`src/rtl/iob_fp_unpack_if.sv`:
```
// Handshake and result bundle for the FP operand unpacker.
// The slave side is the unpacker; the master side drives operands and consumes results.
interface iob_fp_unpack_if #(
    parameter int unsigned DATA_W = 32,
    parameter int unsigned EXP_W  = 8
);
    localparam int unsigned MAN_W = DATA_W - EXP_W;

    logic              valid_i;
    logic              ready_o;
    logic [DATA_W-1:0] data_i;
    logic              valid_o;
    logic              ready_i;
    logic              sign_o;
    logic [EXP_W+1:0]  exp_o;
    logic [MAN_W-1:0]  man_o;
    logic              nan_o;
    logic              infinite_o;
    logic              zero_o;
    logic              sub_normal_o;

    modport slave (
        input  valid_i, data_i, ready_i,
        output ready_o, valid_o, sign_o, exp_o, man_o,
               nan_o, infinite_o, zero_o, sub_normal_o
    );

    modport master (
        output valid_i, data_i, ready_i,
        input  ready_o, valid_o, sign_o, exp_o, man_o,
               nan_o, infinite_o, zero_o, sub_normal_o
    );
endinterface

```
`src/rtl/iob_fp_unpack.sv`:
```
// Two-stage IEEE-754 operand unpacker: classify + leading-zero count, then
// unbias exponent and renormalise subnormals so every finite non-zero has man_o MSB set.
module iob_fp_unpack #(
    parameter int unsigned DATA_W = 32,
    parameter int unsigned EXP_W  = 8
) (
    input  logic          clk_i,
    input  logic          arst_n_i,
    iob_fp_unpack_if.slave io
);
    localparam int unsigned MAN_W = DATA_W - EXP_W;
    localparam int unsigned FRAC_W = MAN_W - 1;
    localparam int unsigned BIAS  = 2 ** (EXP_W - 1) - 1;
    localparam int unsigned LZ_W  = $clog2(FRAC_W);
    localparam int unsigned EO_W  = EXP_W + 2;
    localparam logic [EO_W-1:0] BiasX    = BIAS[EO_W-1:0];
    localparam logic [EO_W-1:0] SpecialX = BiasX + 1'b1;

    logic en1, en2;

    // Stage-1 registers
    logic              v1_q;
    logic              sign1_q;
    logic [EXP_W-1:0]  expf_q;
    logic [FRAC_W-1:0] frac_q;
    logic              nan1_q, inf1_q, zero1_q, sub1_q;
    logic [LZ_W-1:0]   lz_q;

    // Stage-2 registers (drive the outputs directly)
    logic              v2_q;
    logic              sign2_q;
    logic [EO_W-1:0]   exp2_q;
    logic [MAN_W-1:0]  man2_q;
    logic              nan2_q, inf2_q, zero2_q, sub2_q;

    logic [EXP_W-1:0]  exp_in;
    logic [FRAC_W-1:0] frac_in;
    logic              exp_ones, exp_zero, frac_zero;
    logic [LZ_W-1:0]   lz_d;
    logic [EO_W-1:0]   exp2_d;
    logic [MAN_W-1:0]  man2_d;

    assign en2 = ~v2_q | io.ready_i;
    assign en1 = ~v1_q | en2;

    assign exp_in    = io.data_i[DATA_W-2 -: EXP_W];
    assign frac_in   = io.data_i[FRAC_W-1:0];
    assign exp_ones  = &exp_in;
    assign exp_zero  = ~|exp_in;
    assign frac_zero = ~|frac_in;

    // Scan LSB->MSB so the highest set bit wins.
    always_comb begin
        lz_d = '0;
        for (int unsigned i = 0; i < FRAC_W; i++) begin
            if (frac_in[i]) lz_d = LZ_W'(FRAC_W - 1 - i);
        end
    end

    always_comb begin
        exp2_d = '0;
        man2_d = '0;
        if (nan1_q || inf1_q) begin
            exp2_d = SpecialX;
            man2_d = {1'b0, frac_q};
        end else if (zero1_q) begin
            exp2_d = '0;
            man2_d = '0;
        end else if (sub1_q) begin
            exp2_d = '0 - BiasX - {{(EO_W - LZ_W){1'b0}}, lz_q};
            man2_d = {frac_q, 1'b0} << lz_q;
        end else begin
            exp2_d = {2'b00, expf_q} - BiasX;
            man2_d = {1'b1, frac_q};
        end
    end

    always_ff @(posedge clk_i or negedge arst_n_i) begin
        if (!arst_n_i) begin
            v1_q    <= 1'b0;
            sign1_q <= 1'b0;
            expf_q  <= '0;
            frac_q  <= '0;
            nan1_q  <= 1'b0;
            inf1_q  <= 1'b0;
            zero1_q <= 1'b0;
            sub1_q  <= 1'b0;
            lz_q    <= '0;
        end else if (en1) begin
            v1_q    <= io.valid_i;
            sign1_q <= io.data_i[DATA_W-1];
            expf_q  <= exp_in;
            frac_q  <= frac_in;
            nan1_q  <= exp_ones & ~frac_zero;
            inf1_q  <= exp_ones & frac_zero;
            zero1_q <= exp_zero & frac_zero;
            sub1_q  <= exp_zero & ~frac_zero;
            lz_q    <= lz_d;
        end
    end

    always_ff @(posedge clk_i or negedge arst_n_i) begin
        if (!arst_n_i) begin
            v2_q    <= 1'b0;
            sign2_q <= 1'b0;
            exp2_q  <= '0;
            man2_q  <= '0;
            nan2_q  <= 1'b0;
            inf2_q  <= 1'b0;
            zero2_q <= 1'b0;
            sub2_q  <= 1'b0;
        end else if (en2) begin
            v2_q    <= v1_q;
            sign2_q <= sign1_q;
            exp2_q  <= exp2_d;
            man2_q  <= man2_d;
            nan2_q  <= nan1_q;
            inf2_q  <= inf1_q;
            zero2_q <= zero1_q;
            sub2_q  <= sub1_q;
        end
    end

    assign io.ready_o      = en1;
    assign io.valid_o      = v2_q;
    assign io.sign_o       = sign2_q;
    assign io.exp_o        = exp2_q;
    assign io.man_o        = man2_q;
    assign io.nan_o        = nan2_q;
    assign io.infinite_o   = inf2_q;
    assign io.zero_o       = zero2_q;
    assign io.sub_normal_o = sub2_q;
endmodule

```
`src/flat_wrapper.sv`:
```
// flat-port wrapper written by rule: the top's interface ports become plain ports
module iob_fp_unpack_flat 
#(
    parameter int unsigned DATA_W = 32,
    parameter int unsigned EXP_W  = 8
)
  (clk_i, arst_n_i, io_valid_i, io_data_i, io_ready_i, io_ready_o, io_valid_o, io_sign_o, io_exp_o, io_man_o, io_nan_o, io_infinite_o, io_zero_o, io_sub_normal_o);
  iob_fp_unpack_if #(.DATA_W(DATA_W), .EXP_W(EXP_W)) io_i ();
  input  logic clk_i;
  input  logic arst_n_i;
  input wire logic [$bits(io_i.valid_i)-1:0] io_valid_i;
  input wire logic [$bits(io_i.data_i)-1:0] io_data_i;
  input wire logic [$bits(io_i.ready_i)-1:0] io_ready_i;
  output wire logic [$bits(io_i.ready_o)-1:0] io_ready_o;
  output wire logic [$bits(io_i.valid_o)-1:0] io_valid_o;
  output wire logic [$bits(io_i.sign_o)-1:0] io_sign_o;
  output wire logic [$bits(io_i.exp_o)-1:0] io_exp_o;
  output wire logic [$bits(io_i.man_o)-1:0] io_man_o;
  output wire logic [$bits(io_i.nan_o)-1:0] io_nan_o;
  output wire logic [$bits(io_i.infinite_o)-1:0] io_infinite_o;
  output wire logic [$bits(io_i.zero_o)-1:0] io_zero_o;
  output wire logic [$bits(io_i.sub_normal_o)-1:0] io_sub_normal_o;
  assign io_i.valid_i = io_valid_i;
  assign io_i.data_i = io_data_i;
  assign io_i.ready_i = io_ready_i;
  assign io_ready_o = io_i.ready_o;
  assign io_valid_o = io_i.valid_o;
  assign io_sign_o = io_i.sign_o;
  assign io_exp_o = io_i.exp_o;
  assign io_man_o = io_i.man_o;
  assign io_nan_o = io_i.nan_o;
  assign io_infinite_o = io_i.infinite_o;
  assign io_zero_o = io_i.zero_o;
  assign io_sub_normal_o = io_i.sub_normal_o;
  iob_fp_unpack #(.DATA_W(DATA_W), .EXP_W(EXP_W)) u_core (.clk_i(clk_i), .arst_n_i(arst_n_i), .io(io_i));
endmodule
```
`config.mk`:
```
export PLATFORM = sky130hd
export DESIGN_NAME = iob_fp_unpack_flat
export DESIGN_NICKNAME = d
export VERILOG_FILES = /design/src/rtl/iob_fp_unpack_if.sv /design/src/rtl/iob_fp_unpack.sv /design/src/flat_wrapper.sv
export SDC_FILE = /design/constraint.sdc
export NUM_CORES = 1
export LEC_CHECK = 0
export ABC_CLOCK_PERIOD_IN_PS = 4360
export BUFFER_PORTS_ARGS = -buffer_cell sky130_fd_sc_hd__buf_2
export CORE_MARGIN = 3
export CORE_UTILIZATION = 62
export DETAILED_ROUTE_END_ITERATION = 8
export GPL_TIMING_DRIVEN = 1
export HOLD_SLACK_MARGIN = 0.08
export PLACE_DENSITY = 0.95
export SLEW_MARGIN = 20
export SYNTH_ARGS = -nofsm -noshare
export SYNTH_HDL_FRONTEND = slang
export SYNTH_SLANG_ARGS = --single-unit
```
`constraint.sdc`:
```
create_clock -name clk_i -period 4.36 [get_ports clk_i]
set_input_delay 0.872 -clock clk_i [delete_from_list [all_inputs] [get_ports clk_i]]
set_output_delay 0.872 -clock clk_i [all_outputs]
set_load 0.03 [all_outputs]
```
==> summary.txt <==
Worst setup path
  • Critical path launch point type: input pin
  • Cell with the biggest individual delay on the critical path: sky130_fd_sc_hd__buf_4
  • Most Frequent Cell on Critical Path: sky130_fd_sc_hd__buf_2
  • Series of cell instances along the critical path: buf_2 > and3b_1 > buf_4 > clkinv_1 > buf_2
  • Critical Path AT: 1.96 ns
  • Classification of the worst setup path: input pin to output pin
  • CP Data Required Time: 3.49 ns
  • Kind of cell adding the most delay to the critical path: buffers and inverters
  • Crit path capture type: output pin
  • Peak per-stage delay on the critical path: 0.39 ns
  • Bufs and invs on worst path: 4
  • Highest net fanout along the worst path: 50

Floorplan
  • Die width: 96.3 um
  • Effective utilization at floorplan: 64.8%
  • DIE AREA: 9280 um2
  • Number of placement rows: 32
  • Top-level port count: 77
  • Core ar.: 7810 um2
  • Chip height: 96.3 um

Hold path
  • Worst Hold Class: input pin to asynchronous set/reset pin

Placement
  • Final weighted congestion in routability-driven placement: 1.07
  • Port-buffer cells: 76
  • Setup Slack @ Placement: 1.55 ns
  • Placed cell count: 716
  • Placed cell area: 5430 um2
  • DP HPWL: 10100 um

CTS
  • Clock sink total: 81
  • Hold-fix buffers, CTS: 0
  • Inserted Clock Buffers: 9
  • Buffers from clock root to sink, at most: 2
  • Number of buffers inserted to repair setup after CTS: 0
  • Skew-Pair Late Insertion Delay: 0.37 ns
  • CTS HTree Levels: 3
  • Cts repair resizes: 0
  • Root cell of the clock tree: sky130_fd_sc_hd__clkbuf_8
  • TritonCTS clock tree: yes
  • Clk pin slew, worst setup/hold paths: 0.09 ns

Global route
  • First-pass GRT wire length: 22400 um
  • Via count of the first global-routing pass: 4311
  • Largest net degree at the start of global routing: 82
  • Grt ovf: 0
  • Global-route usage over all layers: 31.8%
  • Number of antenna violations at the first check in global routing: 0

Timing
  • Number of endpoints failing setup at the final stage: 0
  • Final max-slew violation count: 0
  • Number of hold violations in the final report: 0
  • Sum of negative setup slack: 0 ns
  • Final Critical Period: 2.83 ns
  • Final WS setup: 1.53 ns
  • RSZ-0062 raised after global routing: no
  • Crit share post-route: 64.9%
  • Final setup skew: 0.0102 ns
  • Worst-margin pin slew: 1.12 ns
  • Achievable clock frequency: 354 MHz
  • Worst slew margin relative to its limit: 25.3%

Logic synthesis
  • Netlist area before placement: 5060 um2
  • Total number of yosys warnings: 0
  • Prevailing post-synth register cell: sky130_fd_sc_hd__dfrtp_1
  • Mapped Cells: 568
  • Part of the Yosys area used for sequential elements: 40.1%
  • Syn_nets: 606
  • Number of flops mapped to enable cells by yosys: 0
  • Per-instance average area after synthesis: 8.91 um2
  • Post-synthesis register bit count: 81
  • Count of distinct cell types in the synthesized netlist: 65
  • Post-synthesis async set-or-reset flop share: 100%

Finish
  • Area taken by flip-flops and latches: 2030 um2
  • Number of fill cells: 604
  • Combined area of the multi-input logic cells: 2800 um2
  • Nets@finish: 664
  • Most common library cell in the layout ignoring fill and taps: sky130_fd_sc_hd__nand2_1
  • Post-route cell area: 5640 um2
  • Final non-filler cell total: 733
  • Final core occ: 72.3%
  • Ratio of cells with drive above 1 in the final layout: 20.6%
  • Signed area change from the synthesized netlist to the final layout: 11.5%
  • Most frequent cells in the layout: sky130_fd_sc_hd__nand2_1, sky130_fd_sc_hd__dfrtp_1, sky130_fd_sc_hd__buf_2
  • N_diodes: 0

Route
  • WL per Instance: 19.0 um
  • Post-detailed-route via-to-cell ratio: 6.47
  • DR pass1 iterations: 6
  • Antenna Violating Nets Remaining: 0
  • DRC viols: 0
  • Starting DRC count in detailed routing: 658
  • Total number of vias: 4742
  • Wire length after detailed routing: 13900 um

Power and ir drop
  • Static Leak: 2.53 nW
  • Largest vdd supply drop: 0.199 mV
  • Power density over the cells: 365 nW/um2

Job
  • Max-cap violations: 0

Outcome
  • Result of the run: finished clean
[synthesized netlist by cell type, drive strengths merged, types with 2 or more instances]
master,number,area share (%)
nor4,7,0.87
nand3,17,1.8
nand2,146,11
nand2b,6,0.74
a21oi,32,3.2
clkinv,3,0.22
buf,16,2.3
or3,2,0.35
o31ai,7,1.0
dfrtp,81,40
mux2,9,2.0
a221oi,10,2.1
a32oi,3,0.52
a222oi,3,0.59
nand4,4,0.49
a22oi,7,1.1
mux2i,20,4.0
nor2b,6,0.74
o211ai,3,0.45
ha,2,0.49
and3,2,0.25
xor2,3,0.52
and2,3,0.37
o21ai,37,3.8
mux4,16,7.9
nor3,9,0.89
o22ai,4,0.49
clkbuf,21,1.6
a211oi,4,0.59
a211o,2,0.35
inv,9,0.67
a2bb2oi,3,0.52
nor2,43,3.5
a31oi,5,0.62
xnor2,5,0.87
nor3b,3,0.45
[registers in the layout, summed over array words and instances, names as in the netlist, 5 cells and up]
name,flops
u_core.io.man_o,24
u_core.frac_q,23
u_core.io.exp_o,9
u_core.expf_q,8
u_core.lz_q,5
[final cells by class]
| type | count | area share (%) |
|---|---|---|
| Clock buffer | 10 | 2.44 |
| Clock inverter | 6 | 0.931 |
| Inverter | 12 | 0.798 |
| Multi-Input combinational cell | 438 | 49.6 |
| Sequential cell | 81 | 35.9 |
| Tap cell | 102 | 2.26 |
| Timing Repair Buffer | 84 | 8.07 |
[through the flow]
stage | hold slack [ns] | power (mW)
finish | 0.447 | 2.06
global route | 0.486 | 2.16
CTS | 0.475 | 2.05
detailed placement | 0.454 | 1.53
global placement | 0.443 | 1.52
floorplan | 0.427 | 1.35
[worst paths after layout]
| kind | startpoint | end | slack [ns] | cells after the start |
|---|---|---|---|---|
| min reg2reg | u_core.io.nan_o | u_core.io.nan_o | 0.47 | 2 |
| min in group clk_i | u_core.io.nan_o | u_core.io.nan_o | 0.47 | 2 |
| max reg2reg | u_core.lz_q[0] | u_core.io.man_o[15] | 1.78 | 6 |
| min | arst_n_i | u_core.io.man_o[2] | 0.45 | 1 |
| max in group asynchronous | arst_n_i | u_core.frac_q[22] | 3.32 | 2 |
| max | io_ready_i | io_ready_o | 1.53 | 5 |
[layer usage]
| layer | GRT usage, % | share of wire, % | vias to the layer above |
|---|---|---|---|
| met5 | 0 | 0 | - |
| met4 | 14.6 | 3.2 | 0 |
| met3 | 4.93 | 11 | 45 |
| met2 | 44.7 | 44 | 311 |
| met1 | 48.1 | 43 | 2226 |
| li1 | - | - | 2160 |
[report_power, final]
group,total (mW),internal (mW),switching (mW)
Combinational,0.588,0.226,0.362
Clock,0.527,0.229,0.298
Sequential,0.945,0.834,0.111
Total,2.06,1.29,0.771
[cells by family (layout without fill, tap and decap cells)]
| kind of cell | Yosys count | after routing | share of synthesized area, % |
|---|---|---|---|
| xor+xnor | 8 | 8 | 1.39 |
| mux | 45 | 45 | 13.8 |
| compound gates | 131 | 131 | 17.6 |
| fa+ha+maj | 2 | 2 | 0.495 |
| simple gates | 252 | 252 | 21.9 |
| buf+inv | 49 | 112 | 4.80 |
| flops | 81 | 81 | 40.1 |
No activity file was read; power rests on OpenSTA's default activity.
